<file path="config.mk">
export PLATFORM = sky130hd
export DESIGN_NAME = sram_mem_responder
export DESIGN_NICKNAME = d
export VERILOG_FILES = /design/src/rtl/sram_mem_responder.sv
export SDC_FILE = /design/constraint.sdc
export NUM_CORES = 1
export LEC_CHECK = 0
export ABC_AREA = 1
export BUFFER_PORTS_ARGS = -buffer_cell sky130_fd_sc_hd__buf_4
export CORE_MARGIN = 2
export CORE_UTILIZATION = 33
export DETAILED_ROUTE_END_ITERATION = 10
export PLACE_DENSITY = 0.66
export SLEW_MARGIN = 20
export SYNTH_ARGS = -nofsm -noshare
export SYNTH_HDL_FRONTEND = slang
export SYNTH_SLANG_ARGS = --single-unit
</file>
<file path="constraint.sdc">
create_clock -name clk -period 4.2 [get_ports clk]
set_clock_uncertainty 0.2 [all_clocks]
set_input_delay 0.21 -clock clk [delete_from_list [all_inputs] [get_ports clk]]
set_output_delay 0.21 -clock clk [all_outputs]
set_load 0.005 [all_outputs]
</file>
<file path="src/rtl/sram_mem_responder.sv">
// Processor-side memory responder: serves one data access then one instruction
// fetch per processor cycle from a single asynchronous 32-bit SRAM, stalling until done.
module sram_mem_responder #(
  parameter int ADDR_W = 18,
  parameter int RD_CYC = 2,
  parameter int WR_CYC = 2
) (
  input  logic              clk,
  input  logic              rst,
  input  logic [31:0]       inst_addr,
  output logic [31:0]       inst,
  input  logic [31:0]       data_addr,
  input  logic [31:0]       wdata,
  input  logic [3:0]        bwe,
  input  logic              data_rd,
  output logic [31:0]       rdata,
  output logic              stall,
  output logic [ADDR_W-1:0] sram_addr,
  output logic [31:0]       sram_dq_o,
  input  logic [31:0]       sram_dq_i,
  output logic              sram_dq_oe,
  output logic              sram_ce_n,
  output logic              sram_oe_n,
  output logic              sram_we_n,
  output logic [3:0]        sram_be_n
);

  typedef enum logic [2:0] {
    IDLE,
    DRD,
    DWR,
    DWR_REC,
    IFETCH,
    RESP
  } state_t;

  localparam logic [3:0] RD_LAST = 4'(RD_CYC - 1);
  localparam logic [3:0] WR_LAST = 4'(WR_CYC - 1);

  state_t state, next_state;
  logic [3:0] wait_cnt, wait_cnt_nxt;

  logic [ADDR_W-1:0] req_iw, req_dw, req_iw_nxt, req_dw_nxt;
  logic [31:0]       req_wdata, req_wdata_nxt;
  logic [3:0]        req_bwe, req_bwe_nxt;

  logic              stall_nxt;
  logic [ADDR_W-1:0] sram_addr_nxt;
  logic [31:0]       sram_dq_o_nxt;
  logic              sram_dq_oe_nxt;
  logic              sram_ce_n_nxt;
  logic              sram_oe_n_nxt;
  logic              sram_we_n_nxt;
  logic [3:0]        sram_be_n_nxt;

  // Byte-address bits outside the SRAM word range alias and are deliberately dropped.
  logic unused_addr_bits;
  assign unused_addr_bits = ^{inst_addr[31:ADDR_W+2], inst_addr[1:0],
                              data_addr[31:ADDR_W+2], data_addr[1:0]};

  // Next state, next request registers, and the pin pattern of the state being entered,
  // so every SRAM pin is a flop that already shows the new state's values at entry.
  always_comb begin
    next_state     = state;
    wait_cnt_nxt   = 4'd0;
    req_iw_nxt     = req_iw;
    req_dw_nxt     = req_dw;
    req_wdata_nxt  = req_wdata;
    req_bwe_nxt    = req_bwe;

    case (state)
      IDLE: begin
        req_iw_nxt    = inst_addr[ADDR_W+1:2];
        req_dw_nxt    = data_addr[ADDR_W+1:2];
        req_wdata_nxt = wdata;
        req_bwe_nxt   = bwe;
        if (bwe != 4'd0)  next_state = DWR;
        else if (data_rd) next_state = DRD;
        else              next_state = IFETCH;
      end
      DRD: begin
        if (wait_cnt == RD_LAST) next_state = IFETCH;
        else                     wait_cnt_nxt = wait_cnt + 4'd1;
      end
      DWR: begin
        if (wait_cnt == WR_LAST) next_state = DWR_REC;
        else                     wait_cnt_nxt = wait_cnt + 4'd1;
      end
      DWR_REC: next_state = IFETCH;
      IFETCH: begin
        if (wait_cnt == RD_LAST) next_state = RESP;
        else                     wait_cnt_nxt = wait_cnt + 4'd1;
      end
      RESP:    next_state = IDLE;
      default: next_state = IDLE;
    endcase

    stall_nxt      = (next_state != RESP);
    sram_addr_nxt  = '0;
    sram_dq_o_nxt  = 32'd0;
    sram_dq_oe_nxt = 1'b0;
    sram_ce_n_nxt  = 1'b1;
    sram_oe_n_nxt  = 1'b1;
    sram_we_n_nxt  = 1'b1;
    sram_be_n_nxt  = 4'hF;

    case (next_state)
      DRD: begin
        sram_addr_nxt = req_dw_nxt;
        sram_ce_n_nxt = 1'b0;
        sram_oe_n_nxt = 1'b0;
        sram_be_n_nxt = 4'h0;
      end
      DWR, DWR_REC: begin
        sram_addr_nxt  = req_dw_nxt;
        sram_dq_o_nxt  = req_wdata_nxt;
        sram_dq_oe_nxt = 1'b1;
        sram_ce_n_nxt  = 1'b0;
        sram_we_n_nxt  = (next_state == DWR_REC);
        sram_be_n_nxt  = ~req_bwe_nxt;
      end
      IFETCH: begin
        sram_addr_nxt = req_iw_nxt;
        sram_ce_n_nxt = 1'b0;
        sram_oe_n_nxt = 1'b0;
        sram_be_n_nxt = 4'h0;
      end
      default: ;
    endcase
  end

  // State, request and pin registers; read data is captured on the last read cycle.
  always_ff @(posedge clk) begin
    if (rst) begin
      state      <= IDLE;
      wait_cnt   <= 4'd0;
      req_iw     <= '0;
      req_dw     <= '0;
      req_wdata  <= 32'd0;
      req_bwe    <= 4'd0;
      stall      <= 1'b1;
      inst       <= 32'd0;
      rdata      <= 32'd0;
      sram_addr  <= '0;
      sram_dq_o  <= 32'd0;
      sram_dq_oe <= 1'b0;
      sram_ce_n  <= 1'b1;
      sram_oe_n  <= 1'b1;
      sram_we_n  <= 1'b1;
      sram_be_n  <= 4'hF;
    end else begin
      state      <= next_state;
      wait_cnt   <= wait_cnt_nxt;
      req_iw     <= req_iw_nxt;
      req_dw     <= req_dw_nxt;
      req_wdata  <= req_wdata_nxt;
      req_bwe    <= req_bwe_nxt;
      stall      <= stall_nxt;
      sram_addr  <= sram_addr_nxt;
      sram_dq_o  <= sram_dq_o_nxt;
      sram_dq_oe <= sram_dq_oe_nxt;
      sram_ce_n  <= sram_ce_n_nxt;
      sram_oe_n  <= sram_oe_n_nxt;
      sram_we_n  <= sram_we_n_nxt;
      sram_be_n  <= sram_be_n_nxt;
      if (state == DRD && next_state == IFETCH) rdata <= sram_dq_i;
      if (state == IFETCH && next_state == RESP) inst <= sram_dq_i;
    end
  end

endmodule

</file>
[After elaboration in Yosys (flattened, before gate mapping)]
Cells that the tools add are included.
Operators by class
  eq/ne operators: 11
  reduce and logical (&&, ||, !) cells: 11
  add/sub/neg operators: 1
  bitwise logic cells: 3
  mux-type cells: 15
Operators by type and width (count)
  $mux W18: 2
  $pmux W18 S2: 1
  $mux W32: 1
  $mux W3: 5
  $pmux W3 S5: 1
  $eq A3 B2 Y1 const B: 4
  $eq A3 B3 Y1 const B: 3
  $reduce_or A3 Y1: 3
  $pmux W4 S2: 1
  $eq A3 B1 Y1 const B: 2
  $reduce_or A2 Y1: 3
  $add A4 B1 Y4 const B: 1
  $eq A4 B1 Y1 const B: 1
  $mux W4: 1
  $not A4 Y4: 1
  $reduce_bool A4 Y1: 1
  $reduce_or A4 Y1: 1
  $logic_not A3 Y1: 1
  $mux W1: 3
  $ne A3 B3 Y1 const B: 1
  $logic_and A1 B1 Y1: 2
  $not A1 Y1: 2
Word-level totals
  word-level logic and storage cells: 57
  output and inout port bits: 123
  register bits after elaboration: 202

[Depth between registers and ports, before layout]
  word-level depth: 7
  depth in mapped cells: 11
  mapped depth without buffers: 10

[Least setup slack after synthesis]
OpenSTA, ideal clock, no wires.
  path type: reg-to-reg
  start: register wait_cnt[1]
  end: register sram_oe_n
  slack: 2.506 ns
  required time: 3.876 ns
  period minus slack after synthesis: 1.694 ns
  cell stages (with the launch flop): 12
  data arrival time: 1.370 ns
  buffers on the path: 1
  cells stage by stage: dfxtp_1 > inv_1 > ha_1 > nand2_1 > nand2_1 > nand2_1 > nand2_1 > nor2_4 > nand3_4 > buf_6 > nand3_2 > nand2_1
On the way
  word-level cells in the longest chain between the ends: 6
Ends and longest elaborated chain
  start: declaration: RTL line 41  | logic [3:0] wait_cnt, wait_cnt_nxt;
  start signal: assignment: RTL line 153  | wait_cnt <= wait_cnt_nxt;
  $eq A4 B1 Y1 *: RTL line 82, 86, 91
  $mux W3 (on tied branches): RTL line 91, 82, 86
  $pmux W3 S5 *: RTL line 71  | case (state)
  $eq A3 B3 Y1 or $eq A3 B1 Y1 (tied branches): RTL line 107  | case (next_state)
  $reduce_or A2 Y1 (no line) *
  $mux W1 *: RTL line 107
  end signal: assignment: RTL line 163  | sram_oe_n <= sram_oe_n_nxt;
  end: declaration: RTL line 23  | output logic sram_oe_n,
Every way passes the cells marked *; elsewhere a longest branch is shown, timed or not.
A chain may end at the register's enable or synchronous reset.

[Final worst setup path]
  start: register wait_cnt[0]
  end: register inst[17]
On the way
  word-level cells in the longest chain between the ends: 5
Ends and longest elaborated chain
  $eq A4 B1 Y1 *: RTL line 82, 86, 91
  $mux W3 (on tied branches): RTL line 91, 82, 86
  $pmux W3 S5 *: RTL line 71
  $eq A3 B3 Y1 *: RTL line 167  | if (state == IFETCH && next_state == RESP) inst <= sram_dq_i;
  $logic_and A1 B1 Y1 *: RTL line 167
  end signal: assignment: RTL line 167
  end: declaration: RTL line 11  | output logic [31:0] inst,
Marks and branches as above.

==> reports/qor.yml <==
status: "complete, no violations"
drt-initial-drc-count: 211
cp.required_ns: 4.39
setup_viol: 0
rr_endpoint: "inst[17]"
rrSetupSlack_ns: 1.31
antenna_found_initial: 0
drc_errors: 0
synth_area_leaders: "dfxtp_1, nand2_1, nor2_1"
arrival_ns: 3.08
numCtsBuffers: 23
post-route-period-util: 0.6879
path_clk_slew_ns: 0.06
synth_top_area_share: 0.5729
finalHoldViolations: 0
firstDrtPassIters: 4
ys_ff_latch: 202
drt-wirelength-per-cell_microns: 13.47
place_inst: 1357
avgSynthCellArea_sq_um: 7.860
clockBufferDepth: 3
io_pins: 258
synth_edf_count: 0
ant_nets: 0
slew_violations: 0
synthFlopType: "dfxtp_1"
p_clk_frac: 0.406
ys_seq_area_frac: 0.5729
max_slew.worst_pin.slew_ns: 1.064
worstSetupStartpoint: "wait_cnt[0]"
post_cts_resized: 0
hold_depth: 3
final_cells: 1503
finalInstanceArea_sq_mm: 0.01078
port-buffer-count: 229
min_path_type: "in2reg"
p_leak_nw: 5.179
start_util: 0.3358
min_to: "sram_ce_n"
worstSetupStartpointType: "flip-flop"
p_comb_frac: 0.179
ir_drop_v: 0.0002384
end_kind: "flip-flop"
die_y_microns: 150.2
wl_mm: 20.24
cts_tree: "yes"
p_switching_mw: 1.396
coreArea_sq_mm: 0.02102
fin_nets: 1349
diodes: 0
clkLatencyLatePin_ns: 0.51
gr-total-overflow: 0
reg2reg_depth: 7
die_w_microns: 150.2
grt_pass1_wl_mm: 31.88
synth_area_sq_mm: 0.007058
period_needed_ns: 2.889
grt_usage: 0.1723
setup_ws_ns: 1.311
placed_area_sq_mm: 0.008924
dp_slack_ns: 1.534
hpwlAfterDp_mm: 11.89
min_from: "rst"
power.internal_mw: 3.831
vias: 6744
synth.largest_area_cell: "dfxtp_1"
final_common_cell: "nand2_1"
cts_max_level: 1
final_cell_mix: "nand2_1, buf_4, dfxtp_1"
area_delta_synth_final_pct: 52.76
cts-root-buf: "clkbuf_16"
grt_pass1_vias: 6613
crit_type: "reg2reg"
powerDensity_mw_per_mm2: 484.8
postSynth.asyncResetShare: 0
p_sw_frac: 0.2671
slew_headroom: 0.2910
vias_per_cell: 4.487
fmax_ghz: 0.3461
maxCapViolations: 0
drive_gt1_frac: 0.2419
synth_warnings: 0
globalplace.congestion: 0.7632
synthCells: 898
rr_startpoint: "wait_cnt[0]"
mappedNetlistNets: 1035
rsz0062_at_grt: "false"
grt_max_degree: 91
row_count: 53
path_max_fanout: 34
ys_types: 27
seqPwrFrac: 0.415
finalSetupTns_ns: 0
fillCellCount: 1903
cts_sinks: 202
dieArea_sq_mm: 0.02257
holdWs_ns: 0.1905
==> critical path: stages, from the launching register on <==
cell	delay, ns
dfxtp_1	0.38
ha_1	0.16
nand2_1	0.15
a21oi_2	0.16
buf_4	0.35
clkinv_1	0.86
nor2_1	0.43
nor2_1	0.08
==> cells by family (layout without fill, tap and decap cells) <==
logic type | after synthesis | in the layout | share of synthesized area
AO/OA/AOI/OAI | 103 | 103 | 0.07853
flip-flops | 202 | 202 | 0.5729
XOR/XNOR | 2 | 2 | 0.002482
multiplexers | 4 | 4 | 0.005673
adder cells (fa/ha/maj) | 2 | 2 | 0.003545
buffers and inverters | 111 | 441 | 0.06665
AND/OR/NAND/NOR | 474 | 474 | 0.2702
==> final cells by class <==
cell class / instances / area (sq um) / area share
clock buffers: 32 / 649.4 / 0.06023
well taps: 275 / 344.1 / 0.03191
clock inverters: 9 / 157.7 / 0.01462
multi-input cells: 585 / 2544 / 0.2359
inverters: 60 / 227.7 / 0.02112
flip-flops and latches: 202 / 4044 / 0.3751
repair buffers: 340 / 2815 / 0.2611
==> flip-flops by register name (all words and copies together), names as in the netlist, 3 cells and up <==
| signal | count |
|---|---|
| inst | 32 |
| rdata | 32 |
| req_bwe | 4 |
| req_dw | 18 |
| req_iw | 18 |
| req_wdata | 32 |
| sram_addr | 18 |
| sram_be_n | 4 |
| sram_dq_o | 32 |
| state | 3 |
| wait_cnt | 4 |
==> stage by stage <==
step           total power, mW    util
2_1_floorplan            2.716       -
3_3_place_gp             3.053  0.4245
3_5_place_dp             3.069  0.4245
4_1_cts                  5.291  0.5129
5_1_grt                  5.493  0.5129
6_report                 5.227  0.5129
==> repair_timing <==
| action | 4_1_cts | 5_1_grt |
|---|---|---|
| hold endpoints to repair | 193 | 0 |
| setup buffers | 0 | 0 |
| hold buffers | 105 | 0 |
==> power by group through the flow <==
stage	Clock, mW	Combinational (mW)	Sequential, mW
2_1_floorplan	0	0.507	2.21
3_3_place_gp	0	0.850	2.20
3_5_place_dp	0	0.860	2.21
4_1_cts	2.18	0.944	2.17
5_1_grt	2.26	1.05	2.19
6_report	2.12	0.936	2.17
==> worst max-delay path by stage <==
stage	end	slack (ns)	depth (start not counted)
2_1_floorplan	sram_oe_n	2.51	11
3_3_place_gp	sram_be_n[0]	1.59	8
5_1_grt	inst[17]	1.03	7
4_1_cts	sram_be_n[2]	1.55	8
3_5_place_dp	sram_be_n[2]	1.53	8
6_report	inst[17]	1.31	7
==> per-layer routing <==
metal	up-vias	track usage	routed length [microns]
li1	3407	-	-
met1	3093	0.2112	8709
met2	206	0.2970	9468
met3	38	0.04606	1653
met4	0	0.04953	410
met5	-	0	0
==> synthesized netlist by cell type, types with 2 or more instances <==
| cell type | instances |
|---|---|
| nand2_1 | 276 |
| dfxtp_1 | 202 |
| nor2_1 | 145 |
| inv_1 | 56 |
| a21oi_1 | 50 |
| nand3_1 | 41 |
| o21ai_0 | 40 |
| clkbuf_1 | 28 |
| buf_2 | 17 |
| o21ai_2 | 9 |
| buf_4 | 4 |
| mux2i_1 | 4 |
| nor2_4 | 4 |
| inv_2 | 3 |
| nand2_2 | 3 |
| buf_6 | 2 |
| ha_1 | 2 |
| nand3_4 | 2 |
| o21ai_1 | 2 |
(Power assumes the default switching activity.)
